$ cat config.mk
export PLATFORM = sky130hd
export DESIGN_NAME = fp_regfile_mp_flat
export DESIGN_NICKNAME = d
export VERILOG_FILES = /design/src/rtl/fp_rf_pkg.sv /design/src/rtl/fp_regfile_mp_if.sv /design/src/rtl/fp_rf_scoreboard.sv /design/src/rtl/fp_regfile_mp.sv /design/src/flat_wrapper.sv
export SDC_FILE = /design/constraint.sdc
export NUM_CORES = 2
export LEC_CHECK = 0
export CAP_MARGIN = 5
export CORE_ASPECT_RATIO = 0.6
export CORE_MARGIN = 1.5
export CORE_UTILIZATION = 50
export DETAILED_ROUTE_END_ITERATION = 8
export PLACE_DENSITY = 0.67
export RECOVER_POWER = 25
export SLEW_MARGIN = 20
export SYNTH_ARGS = -nofsm -noshare
export SYNTH_HDL_FRONTEND = slang
export SYNTH_SLANG_ARGS = --single-unit
$ cat constraint.sdc
create_clock -name clk -period 4.3 [get_ports clk]
set_input_delay 0.645 -clock clk [delete_from_list [all_inputs] [get_ports clk]]
set_output_delay 0.645 -clock clk [all_outputs]
set_load 0.01 [all_outputs]
$ cat src/rtl/fp_rf_pkg.sv
// Shared FP register-file definitions: operand formats, legality check, per-port request decode.
// Combinational helpers only; no state.
package fp_rf_pkg;

    localparam logic [4:0] FMT_S = 5'h10;
    localparam logic [4:0] FMT_D = 5'h11;

    typedef struct packed {
        logic legal;
        logic dbl;
    } rd_port_t;

    function automatic logic fmt_legal(input logic [4:0] fmt, input logic addr_lsb);
        return (fmt == FMT_S) || ((fmt == FMT_D) && !addr_lsb);
    endfunction

    function automatic rd_port_t fmt_decode(input logic [4:0] fmt, input logic addr_lsb);
        rd_port_t d;
        d.legal = fmt_legal(fmt, addr_lsb);
        d.dbl   = (fmt == FMT_D);
        return d;
    endfunction

endpackage

$ cat src/rtl/fp_regfile_mp_if.sv
// Bus bundle for the FP register file: N read ports, one WB write port, one issue-reserve port.
// Read results and fmt_err come back registered, one cycle after the request; no backpressure.
interface fp_regfile_mp_if #(
    parameter int NUM_REGS = 32,
    parameter int REG_W    = 32,
    parameter int NUM_RD   = 2
);
    localparam int ADDR_W = $clog2(NUM_REGS);

    logic [5*NUM_RD-1:0]       rd_fmt;
    logic [ADDR_W*NUM_RD-1:0]  rd_addr;
    logic [2*REG_W*NUM_RD-1:0] rd_data;
    logic [NUM_RD-1:0]         rd_busy;
    logic                      wr_en;
    logic [4:0]                wr_fmt;
    logic [ADDR_W-1:0]         wr_addr;
    logic [2*REG_W-1:0]        wr_data;
    logic                      rsv_en;
    logic [4:0]                rsv_fmt;
    logic [ADDR_W-1:0]         rsv_addr;
    logic                      fmt_err;

    modport master (
        output rd_fmt, rd_addr, wr_en, wr_fmt, wr_addr, wr_data, rsv_en, rsv_fmt, rsv_addr,
        input  rd_data, rd_busy, fmt_err
    );

    modport slave (
        input  rd_fmt, rd_addr, wr_en, wr_fmt, wr_addr, wr_data, rsv_en, rsv_fmt, rsv_addr,
        output rd_data, rd_busy, fmt_err
    );

endinterface

$ cat src/rtl/fp_rf_scoreboard.sv
// Pending-write bit per FP register: set on reserve, cleared on write-back, set wins on collision.
// Busy lookup is combinational (pre-update state); FP_RF_BYPASS_EN lets a same-cycle write hide its bit.
module fp_rf_scoreboard #(
    parameter int NUM_REGS = 32,
    parameter int ADDR_W   = 5,
    parameter int NUM_RD   = 2
) (
    input  logic                     clk,
    input  logic                     rst,
    input  logic                     i_rsv_vld,
    input  logic                     i_rsv_dbl,
    input  logic [ADDR_W-1:0]        i_rsv_addr,
    input  logic                     i_clr_vld,
    input  logic                     i_clr_dbl,
    input  logic [ADDR_W-1:0]        i_clr_addr,
    input  logic [ADDR_W*NUM_RD-1:0] i_rd_addr,
    input  logic [NUM_RD-1:0]        i_rd_dbl,
    output logic [NUM_RD-1:0]        o_rd_busy
);
    localparam logic [ADDR_W-1:0] ONE = ADDR_W'(1);

    logic [NUM_REGS-1:0] r_pend;
    logic [NUM_REGS-1:0] w_set;
    logic [NUM_REGS-1:0] w_clr;
    logic [NUM_REGS-1:0] w_look;

    always_comb begin
        w_set = '0;
        w_clr = '0;
        if (i_rsv_vld) begin
            w_set[i_rsv_addr] = 1'b1;
            if (i_rsv_dbl) w_set[i_rsv_addr + ONE] = 1'b1;
        end
        if (i_clr_vld) begin
            w_clr[i_clr_addr] = 1'b1;
            if (i_clr_dbl) w_clr[i_clr_addr + ONE] = 1'b1;
        end
    end

`ifdef FP_RF_BYPASS_EN
    // A forwarded register only stays busy if a new producer claims it this cycle.
    assign w_look = (r_pend & ~w_clr) | (w_clr & w_set);
`else
    assign w_look = r_pend;
`endif

    always_comb begin
        o_rd_busy = '0;
        for (int p = 0; p < NUM_RD; p++) begin
            o_rd_busy[p] = w_look[i_rd_addr[p*ADDR_W +: ADDR_W]]
                         | (i_rd_dbl[p] & w_look[i_rd_addr[p*ADDR_W +: ADDR_W] | ONE]);
        end
    end

    always_ff @(posedge clk) begin
        if (rst) r_pend <= '0;
        else     r_pend <= (r_pend & ~w_clr) | w_set;
    end

endmodule

$ cat src/rtl/fp_regfile_mp.sv
// FP register file, NUM_RD registered read ports (1-cycle latency), S/D operands on even/odd pairs, scoreboard.
// Always ready, no backpressure; FP_RF_BYPASS_EN forwards same-cycle WB data and busy into the read ports.
module fp_regfile_mp
    import fp_rf_pkg::*;
#(
    parameter int NUM_REGS  = 32,
    parameter int REG_W     = 32,
    parameter int NUM_RD    = 2,
    parameter int ZERO_LOCK = 1
) (
    input  logic           clk,
    input  logic           rst,
    fp_regfile_mp_if.slave bus
);
    localparam int ADDR_W = $clog2(NUM_REGS);
    localparam logic [ADDR_W-1:0] ONE = ADDR_W'(1);

    logic [REG_W-1:0]          r_regs  [NUM_REGS];
    logic [REG_W-1:0]          w_wval  [NUM_REGS];
    logic [REG_W-1:0]          w_rview [NUM_REGS];
    logic [NUM_REGS-1:0]       w_we;
    logic [ADDR_W-1:0]         w_ra    [NUM_RD];
    rd_port_t                  w_rd_dec [NUM_RD];
    logic [NUM_RD-1:0]         w_rd_dbl;
    logic [NUM_RD-1:0]         w_rd_busy;
    rd_port_t                  w_wr_dec;
    rd_port_t                  w_rsv_dec;
    logic                      w_wr_do;
    logic                      w_clr_vld;
    logic                      w_rd_ill;
    logic                      w_err;
    logic [2*REG_W*NUM_RD-1:0] w_rd_nxt;
    logic [2*REG_W*NUM_RD-1:0] r_rd_data;
    logic [NUM_RD-1:0]         r_rd_busy;
    logic                      r_fmt_err;

    assign w_wr_dec  = fmt_decode(bus.wr_fmt, bus.wr_addr[0]);
    assign w_rsv_dec = fmt_decode(bus.rsv_fmt, bus.rsv_addr[0]);
    assign w_wr_do   = bus.wr_en && w_wr_dec.legal && !((ZERO_LOCK != 0) && (bus.wr_addr == '0));
    // A zero-locked write still retires its producer, so the clear ignores the lock.
    assign w_clr_vld = bus.wr_en && ((bus.wr_fmt == FMT_S) || (bus.wr_fmt == FMT_D));

    always_comb begin
        for (int i = 0; i < NUM_REGS; i++) begin
            w_we[i]   = 1'b0;
            w_wval[i] = bus.wr_data[REG_W-1:0];
            if (w_wr_do) begin
                if (ADDR_W'(i) == bus.wr_addr) begin
                    w_we[i] = 1'b1;
                end else if (w_wr_dec.dbl && (ADDR_W'(i) == (bus.wr_addr | ONE))) begin
                    w_we[i]   = 1'b1;
                    w_wval[i] = bus.wr_data[2*REG_W-1:REG_W];
                end
            end
        end
    end

    always_ff @(posedge clk) begin
        for (int i = 0; i < NUM_REGS; i++) begin
            if (rst)          r_regs[i] <= REG_W'(i);
            else if (w_we[i]) r_regs[i] <= w_wval[i];
        end
    end

`ifdef FP_RF_BYPASS_EN
    always_comb begin
        for (int i = 0; i < NUM_REGS; i++) w_rview[i] = w_we[i] ? w_wval[i] : r_regs[i];
    end
`else
    always_comb begin
        for (int i = 0; i < NUM_REGS; i++) w_rview[i] = r_regs[i];
    end
`endif

    for (genvar p = 0; p < NUM_RD; p++) begin : g_rd_dec
        assign w_ra[p]     = bus.rd_addr[p*ADDR_W +: ADDR_W];
        assign w_rd_dec[p] = fmt_decode(bus.rd_fmt[p*5 +: 5], w_ra[p][0]);
        assign w_rd_dbl[p] = w_rd_dec[p].dbl;
    end

    always_comb begin
        w_rd_nxt = '0;
        w_rd_ill = 1'b0;
        for (int p = 0; p < NUM_RD; p++) begin
            if (!w_rd_dec[p].legal) begin
                w_rd_ill = 1'b1;
            end else if (w_rd_dec[p].dbl) begin
                w_rd_nxt[p*2*REG_W +: 2*REG_W] = {w_rview[w_ra[p] | ONE], w_rview[w_ra[p]]};
            end else begin
                w_rd_nxt[p*2*REG_W +: REG_W] = w_rview[w_ra[p]];
            end
        end
    end

    assign w_err = w_rd_ill
                 | (bus.wr_en  & ~w_wr_dec.legal)
                 | (bus.rsv_en & ~w_rsv_dec.legal);

    fp_rf_scoreboard #(
        .NUM_REGS (NUM_REGS),
        .ADDR_W   (ADDR_W),
        .NUM_RD   (NUM_RD)
    ) u_sb (
        .clk        (clk),
        .rst        (rst),
        .i_rsv_vld  (bus.rsv_en & w_rsv_dec.legal),
        .i_rsv_dbl  (w_rsv_dec.dbl),
        .i_rsv_addr (bus.rsv_addr),
        .i_clr_vld  (w_clr_vld),
        .i_clr_dbl  (w_wr_dec.dbl),
        .i_clr_addr (bus.wr_addr),
        .i_rd_addr  (bus.rd_addr),
        .i_rd_dbl   (w_rd_dbl),
        .o_rd_busy  (w_rd_busy)
    );

    always_ff @(posedge clk) begin
        if (rst) begin
            r_rd_data <= '0;
            r_rd_busy <= '0;
            r_fmt_err <= 1'b0;
        end else begin
            r_rd_data <= w_rd_nxt;
            r_rd_busy <= w_rd_busy;
            r_fmt_err <= w_err;
        end
    end

    assign bus.rd_data = r_rd_data;
    assign bus.rd_busy = r_rd_busy;
    assign bus.fmt_err = r_fmt_err;

endmodule

$ cat src/flat_wrapper.sv
// flat-port wrapper written by rule: the top's interface ports become plain ports
module fp_regfile_mp_flat import fp_rf_pkg::*;
#(
    parameter int NUM_REGS  = 32,
    parameter int REG_W     = 32,
    parameter int NUM_RD    = 2,
    parameter int ZERO_LOCK = 1
)
  (clk, rst, bus_rd_fmt, bus_rd_addr, bus_wr_en, bus_wr_fmt, bus_wr_addr, bus_wr_data, bus_rsv_en, bus_rsv_fmt, bus_rsv_addr, bus_rd_data, bus_rd_busy, bus_fmt_err);
  fp_regfile_mp_if #(.NUM_REGS(NUM_REGS), .REG_W(REG_W), .NUM_RD(NUM_RD)) bus_i ();
  input  logic clk;
  input  logic rst;
  input wire logic [$bits(bus_i.rd_fmt)-1:0] bus_rd_fmt;
  input wire logic [$bits(bus_i.rd_addr)-1:0] bus_rd_addr;
  input wire logic [$bits(bus_i.wr_en)-1:0] bus_wr_en;
  input wire logic [$bits(bus_i.wr_fmt)-1:0] bus_wr_fmt;
  input wire logic [$bits(bus_i.wr_addr)-1:0] bus_wr_addr;
  input wire logic [$bits(bus_i.wr_data)-1:0] bus_wr_data;
  input wire logic [$bits(bus_i.rsv_en)-1:0] bus_rsv_en;
  input wire logic [$bits(bus_i.rsv_fmt)-1:0] bus_rsv_fmt;
  input wire logic [$bits(bus_i.rsv_addr)-1:0] bus_rsv_addr;
  output wire logic [$bits(bus_i.rd_data)-1:0] bus_rd_data;
  output wire logic [$bits(bus_i.rd_busy)-1:0] bus_rd_busy;
  output wire logic [$bits(bus_i.fmt_err)-1:0] bus_fmt_err;
  assign bus_i.rd_fmt = bus_rd_fmt;
  assign bus_i.rd_addr = bus_rd_addr;
  assign bus_i.wr_en = bus_wr_en;
  assign bus_i.wr_fmt = bus_wr_fmt;
  assign bus_i.wr_addr = bus_wr_addr;
  assign bus_i.wr_data = bus_wr_data;
  assign bus_i.rsv_en = bus_rsv_en;
  assign bus_i.rsv_fmt = bus_rsv_fmt;
  assign bus_i.rsv_addr = bus_rsv_addr;
  assign bus_rd_data = bus_i.rd_data;
  assign bus_rd_busy = bus_i.rd_busy;
  assign bus_fmt_err = bus_i.fmt_err;
  fp_regfile_mp #(.NUM_REGS(NUM_REGS), .REG_W(REG_W), .NUM_RD(NUM_RD), .ZERO_LOCK(ZERO_LOCK)) u_core (.clk(clk), .rst(rst), .bus(bus_i));
endmodule
* Yosys cells after proc, flatten, opt, wreduce, memory -nomap -nowiden
Memory sizes are Yosys's and may differ from the RTL's.
Index checks and enable logic that the tools add are counted.
W data, S select, Z words.
** Word-level totals
- Memories kept :: 1
- Output and inout bits :: 131
- Bits in writable memories :: 1024
- Input bits :: 108
- Bits in registers :: 163
- Logic and storage cells :: 477
** Memory list
- u_core.r_regs :: depth 32, width 32, rd ports 32, clocked after Yosys merged registers in 0, write ports 32, RTL line fp_regfile_mp.sv:18 : logic [REG_W-1:0] r_regs [NUM_REGS];
** Operators by class
- Muxes and demuxes :: 296
- Bitwise gates (word level) :: 56
- Equal/unequal tests :: 54
- Order comparisons :: 16
- Add/subtract/negate cells :: 2
- Reductions and logical operators :: 45
** Operator list (number)
- $mux W32 :: 95
- $bmux W32 S5 :: 4
- $mux W1 :: 189
- $or A32 B32 Y32 :: 3
- $eq A5 B5 Y1 const A :: 16
- $lt A5 B6 Y1 const B :: 8
- $eq A4 B5 Y1 const A :: 8
- $eq A5 B5 Y1 const B :: 8
- $or A1 B1 Y1 :: 36
- $and A32 B32 Y32 :: 1
- $eq A4 B4 Y1 const A :: 8
- $not A32 Y32 :: 1
- $logic_and A1 B1 Y1 :: 28
- $ge A6 B6 Y1 const B :: 4
- $not A5 Y6 :: 4
- $demux W1 S5 :: 4
- $eq A3 B5 Y1 const A :: 4
- $ge A5 B1 Y1 const B :: 4
- $eq A3 B4 Y1 const A :: 4
- $add A5 B1 Y5 const B :: 2
- $bmux W1 S5 :: 2
- $eq A2 B5 Y1 const A :: 2
- $logic_not A5 Y1 :: 2
- $bmux W1 S4 :: 2
- other kinds (10) :: 30

* Longest topological paths before layout
- Depth in word-level cells :: 11
- Mapped depth :: 9
- Mapped depth without buffers :: 7

* Cells and area by module
A second synthesis with hierarchy kept.
** Second synthesis, totals
- Cell total of the unflattened synthesis :: 4689
- Area total of the unflattened synthesis :: 63488.4 µm²
** By module, submodules not included
- fp_regfile_mp :: area each 61215.0 µm², instances 1, seq. area each 33372.0 µm², cells an instance 4412
- fp_rf_scoreboard :: area each 2273.4 µm², instances 1, seq. area each 640.6 µm², cells an instance 277

* Worst setup path before layout
No wires, ideal clock.
- Path type :: input to register
- Start :: input port bus_wr_fmt[1]
- End :: memory u_core.r_regs[14][0] (netlist: u_core.r_regs[0][448]) (enable)
- Path buffers :: 1
- Path slack :: 0.504 ns
- Arrival time :: 3.368 ns
- Library setup time :: 0.428 ns
- Data required time :: 3.872 ns
- Stages on the path :: 4
- Cells stage by stage :: or4b_4 > or4b_4 > buf_6 > o21bai_1
** RTL lines
- start, declared :: RTL line flat_wrapper.sv:16 : input wire logic [$bits(bus_i.wr_fmt)-1:0] bus_wr_fmt;
- end, declared :: RTL line fp_regfile_mp.sv:18

==> results.json <==
{
  "synthSimpleGateAreaFrac_pct": 8.989,
  "arrival_ps": 4120,
  "crit_start": "bus_wr_fmt[1]",
  "min_period_over_period_pct": 88.01,
  "synth_top_area_cell": "edfxtp_1",
  "hold_class": "primary input to flop",
  "drive_gt1_share_pct": 26.32,
  "row_count": 100,
  "async_flop_share_pct": 0,
  "r2r_end": "u_core.bus.rd_data[31]$_SDFF_PP0_",
  "grt_pass1_wl_mm": 321.5,
  "p_total_mw": 27.31,
  "grt_pass1_vias": 42525,
  "fin_worst_skew_ps": 38.91,
  "wl_mm": 230.5,
  "reg2regPathDepth": 5,
  "power_density_nw_per_um2": 379.4,
  "first_pass_iters": 7,
  "worstPathRequired_ps": 4640,
  "dr.max_layer_used": "met5",
  "clk_pin_slew_ps": 70,
  "cts_sinks": 1187,
  "numCtsBuffers": 111,
  "leakage_nw": 25.12,
  "hold_ws_ps": 462.3,
  "vias": 43822,
  "wire_per_inst_um": 37.60,
  "post-cts-setup-buffers": 0,
  "end_kind": "flop",
  "dieHeight_um": 277.3,
  "fillers": 9603,
  "initial_utilization_pct": 50.47,
  "fmax_ghz": 0.2642,
  "met1_length_mm": 86.42,
  "rsz0062_at_grt": "false",
  "layout_commonest_cell": "edfxtp_1",
  "synth.distinct_cells": 62,
  "status": "finished, violations left",
  "clock_path_buffers": 3,
  "synth_compound_area_share_pct": 8.355,
  "synth-xor-area-share_pct": 0.01397,
  "ys_seq_elements": 1187,
  "htreeDepth": 3,
  "synth_area_um2": 62710,
  "place_hpwl_mm": 139.5,
  "crit_end": "u_core.r_regs[0][462]$_SDFFCE_PN0P_",
  "cap_viol_max_count": 7,
  "grt.overflow.total": 0,
  "violations": "max-capacitance violations, max-slew violations",
  "path_class": "primary input to flop",
  "cts_root_buffer": "clkbuf_16",
  "die_w_um": 460.2,
  "crit_chain": "dlygate4sd3_1 -> or4b_4 -> or4b_1 -> o21bai_4 -> clkbuf_2",
  "fin_crit_ps": 3784,
  "cts_tree": "built",
  "remaining_drc_errors": 0,
  "final-hold-violation-count": 0,
  "hold_buffers": 0,
  "synth_edf_count": 1024,
  "synth_top_family_by_area": "multiplexers",
  "synthAdderAreaFrac_pct": 0.03991,
  "via_per_inst": 7.149,
  "core_area_um2": 124200,
  "grt_start_max_net_pins": 66,
  "numPortBuffers": 238,
  "tightest_slew_ps": 2141,
  "synth_mux_area_share_pct": 25.01,
  "r2r_slack_ps": 2060,
  "ys.flop_type": "edfxtp_1",
  "yosysWarnings": 0,
  "peakVddDrop_v": 0.0003421,
  "layout_common_cells": "edfxtp_1 (1024), mux4_2 (591), and2_1 (473)",
  "synth.area.top_cells": "edfxtp_1 (49%), mux4_2 (21%), dfxtp_1 (5.2%), a22o_1 (4.9%), and2_1 (4.8%)",
  "ant_nets": 0,
  "die-area_um2": 127600,
  "critPathLaunchType": "primary input",
  "antenna_found_initial": 15,
  "area_growth_pct": 14.81,
  "cts_resized": 0,
  "avgSynthCellArea_um2": 14.80,
  "gp_congestion": 0.9815,
  "wl_met3_mm": 37.42,
  "dr_wl_met2_mm": 95.44,
  "maxSlewHeadroom_pct": -42.71,
  "critical_path.max_stage_delay_ps": 1200,
  "clock_latency_ps": 770,
  "grtUsageTotal_pct": 35.96,
  "drt_iter0_markers": 7762,
  "synth_seq_area_share_pct": 54.24,
  "syn-instance-count": 4237,
  "finalSetupViolCount": 0,
  "io-pin-count": 239,
  "tns_ps": 0,
  "fin_nets": 4445,
  "critPathMaxFanout": 32,
  "slowest_stage": "clkbuf_2",
  "dp.cells": 5903,
  "final_max_slew_viol_count": 227,
  "fin_cells": 6130,
  "reg2reg_from": "u_core.r_regs[0][319]$_SDFFCE_PN0P_",
  "netlist.area_leader.share_pct": 49.04
}
metal layers:
layer | global-route usage [%] | vias up
met4 | 14.92 | 16
met3 | 14.47 | 588
li1 | - | 17021
met2 | 49.17 | 3864
met5 | 0.4503 | -
met1 | 50.80 | 22333
sequential cells by signal (all words and copies together) (netlist names):
| signal | cells |
|---|---|
| u_core.bus.fmt_err | 1 |
| u_core.bus.rd_busy | 2 |
| u_core.bus.rd_data | 128 |
| u_core.r_regs | 1024 |
| u_core.u_sb.r_pend | 32 |
power by group:
part	total [mW]	leakage, nW	switching, mW	internal (mW)
logic	3.20	12.0	1.85	1.35
registers	13.3	11.1	0.266	13.0
clock network	10.8	2.00	4.77	6.08
logic make-up after synthesis:
| logic type | count (synthesis) |
|---|---|
| other cells | 1 |
| simple gates | 1049 |
| flops | 1187 |
| buf+inv | 513 |
| compound gates | 663 |
| xor+xnor | 1 |
| mux | 821 |
| fa+ha+maj | 2 |
critical path, delay by kind of cell:
kind	cells	cell delay [ps]
buffers and inverters	2	1760
and+or+nand+nor	2	1420
AOI/OAI and AO/OA	1	230
cell type report:
class	count	area (µm²)	area share [%]
clock inverter	67	585.6	0.8134
timing repair buffer	462	4733	6.575
multi-input combinational	2568	27080	37.62
inverter	5	18.77	0.02607
sequential	1187	34010	47.25
tap	1683	2106	2.925
antenna	13	32.53	0.04519
clock buffer	145	3421	4.752
per-stage QoR:
| step | util (%) | setup WS [ps] | cell area [µm²] |
|---|---|---|---|
| 6_report | 57.94 | 515.6 | 71990 |
| 5_1_grt | 57.93 | 494.3 | 71970 |
| 4_1_cts | 58.04 | 1150 | 72120 |
| 3_5_place_dp | 54.82 | 385.5 | 68110 |
| 3_3_place_gp | 54.85 | 400.4 | 68150 |
| 2_1_floorplan | - | 503.7 | 62820 |
worst min path at each step:
stage | slack (ps) | cells past startpoint | from | endpoint
after floorplan | 460 | 2 | u_core.u_sb.r_pend[26]$_SDFF_PP0_ | u_core.u_sb.r_pend[26]$_SDFF_PP0_
after global placement | 480 | 2 | u_core.u_sb.r_pend[23]$_SDFF_PP0_ | u_core.u_sb.r_pend[23]$_SDFF_PP0_
after detailed placement | 480 | 2 | u_core.u_sb.r_pend[20]$_SDFF_PP0_ | u_core.u_sb.r_pend[20]$_SDFF_PP0_
after CTS | 410 | 1 | rst | u_core.r_regs[0][1]$_SDFFCE_PN0P_
after global routing | 450 | 1 | rst | u_core.r_regs[0][1]$_SDFFCE_PN0P_
final | 460 | 1 | rst | u_core.r_regs[0][1]$_SDFFCE_PN0P_
Yosys cell counts (all sizes together) (3+ instances only):
cell type  instances
nand2b             9
nand2            182
and2             483
nand3b             4
clkbuf           386
or3               41
or4b               3
a211o              7
o21bai             7
o21ai             37
a221oi             8
mux4             591
inv                5
a21oi             93
mux2i            174
a211oi            31
nor3              20
and3              37
edfxtp          1024
a31oi              4
nor4b              8
or2                4
o221ai            25
or4                6
o2111ai           27
buf              122
o22a              32
a21o              22
nor2             211
mux2              56
nand3             18
nor2b             13
dfxtp            163
a22o             353
a41oi              3
Power figures use the tool's default switching activity.
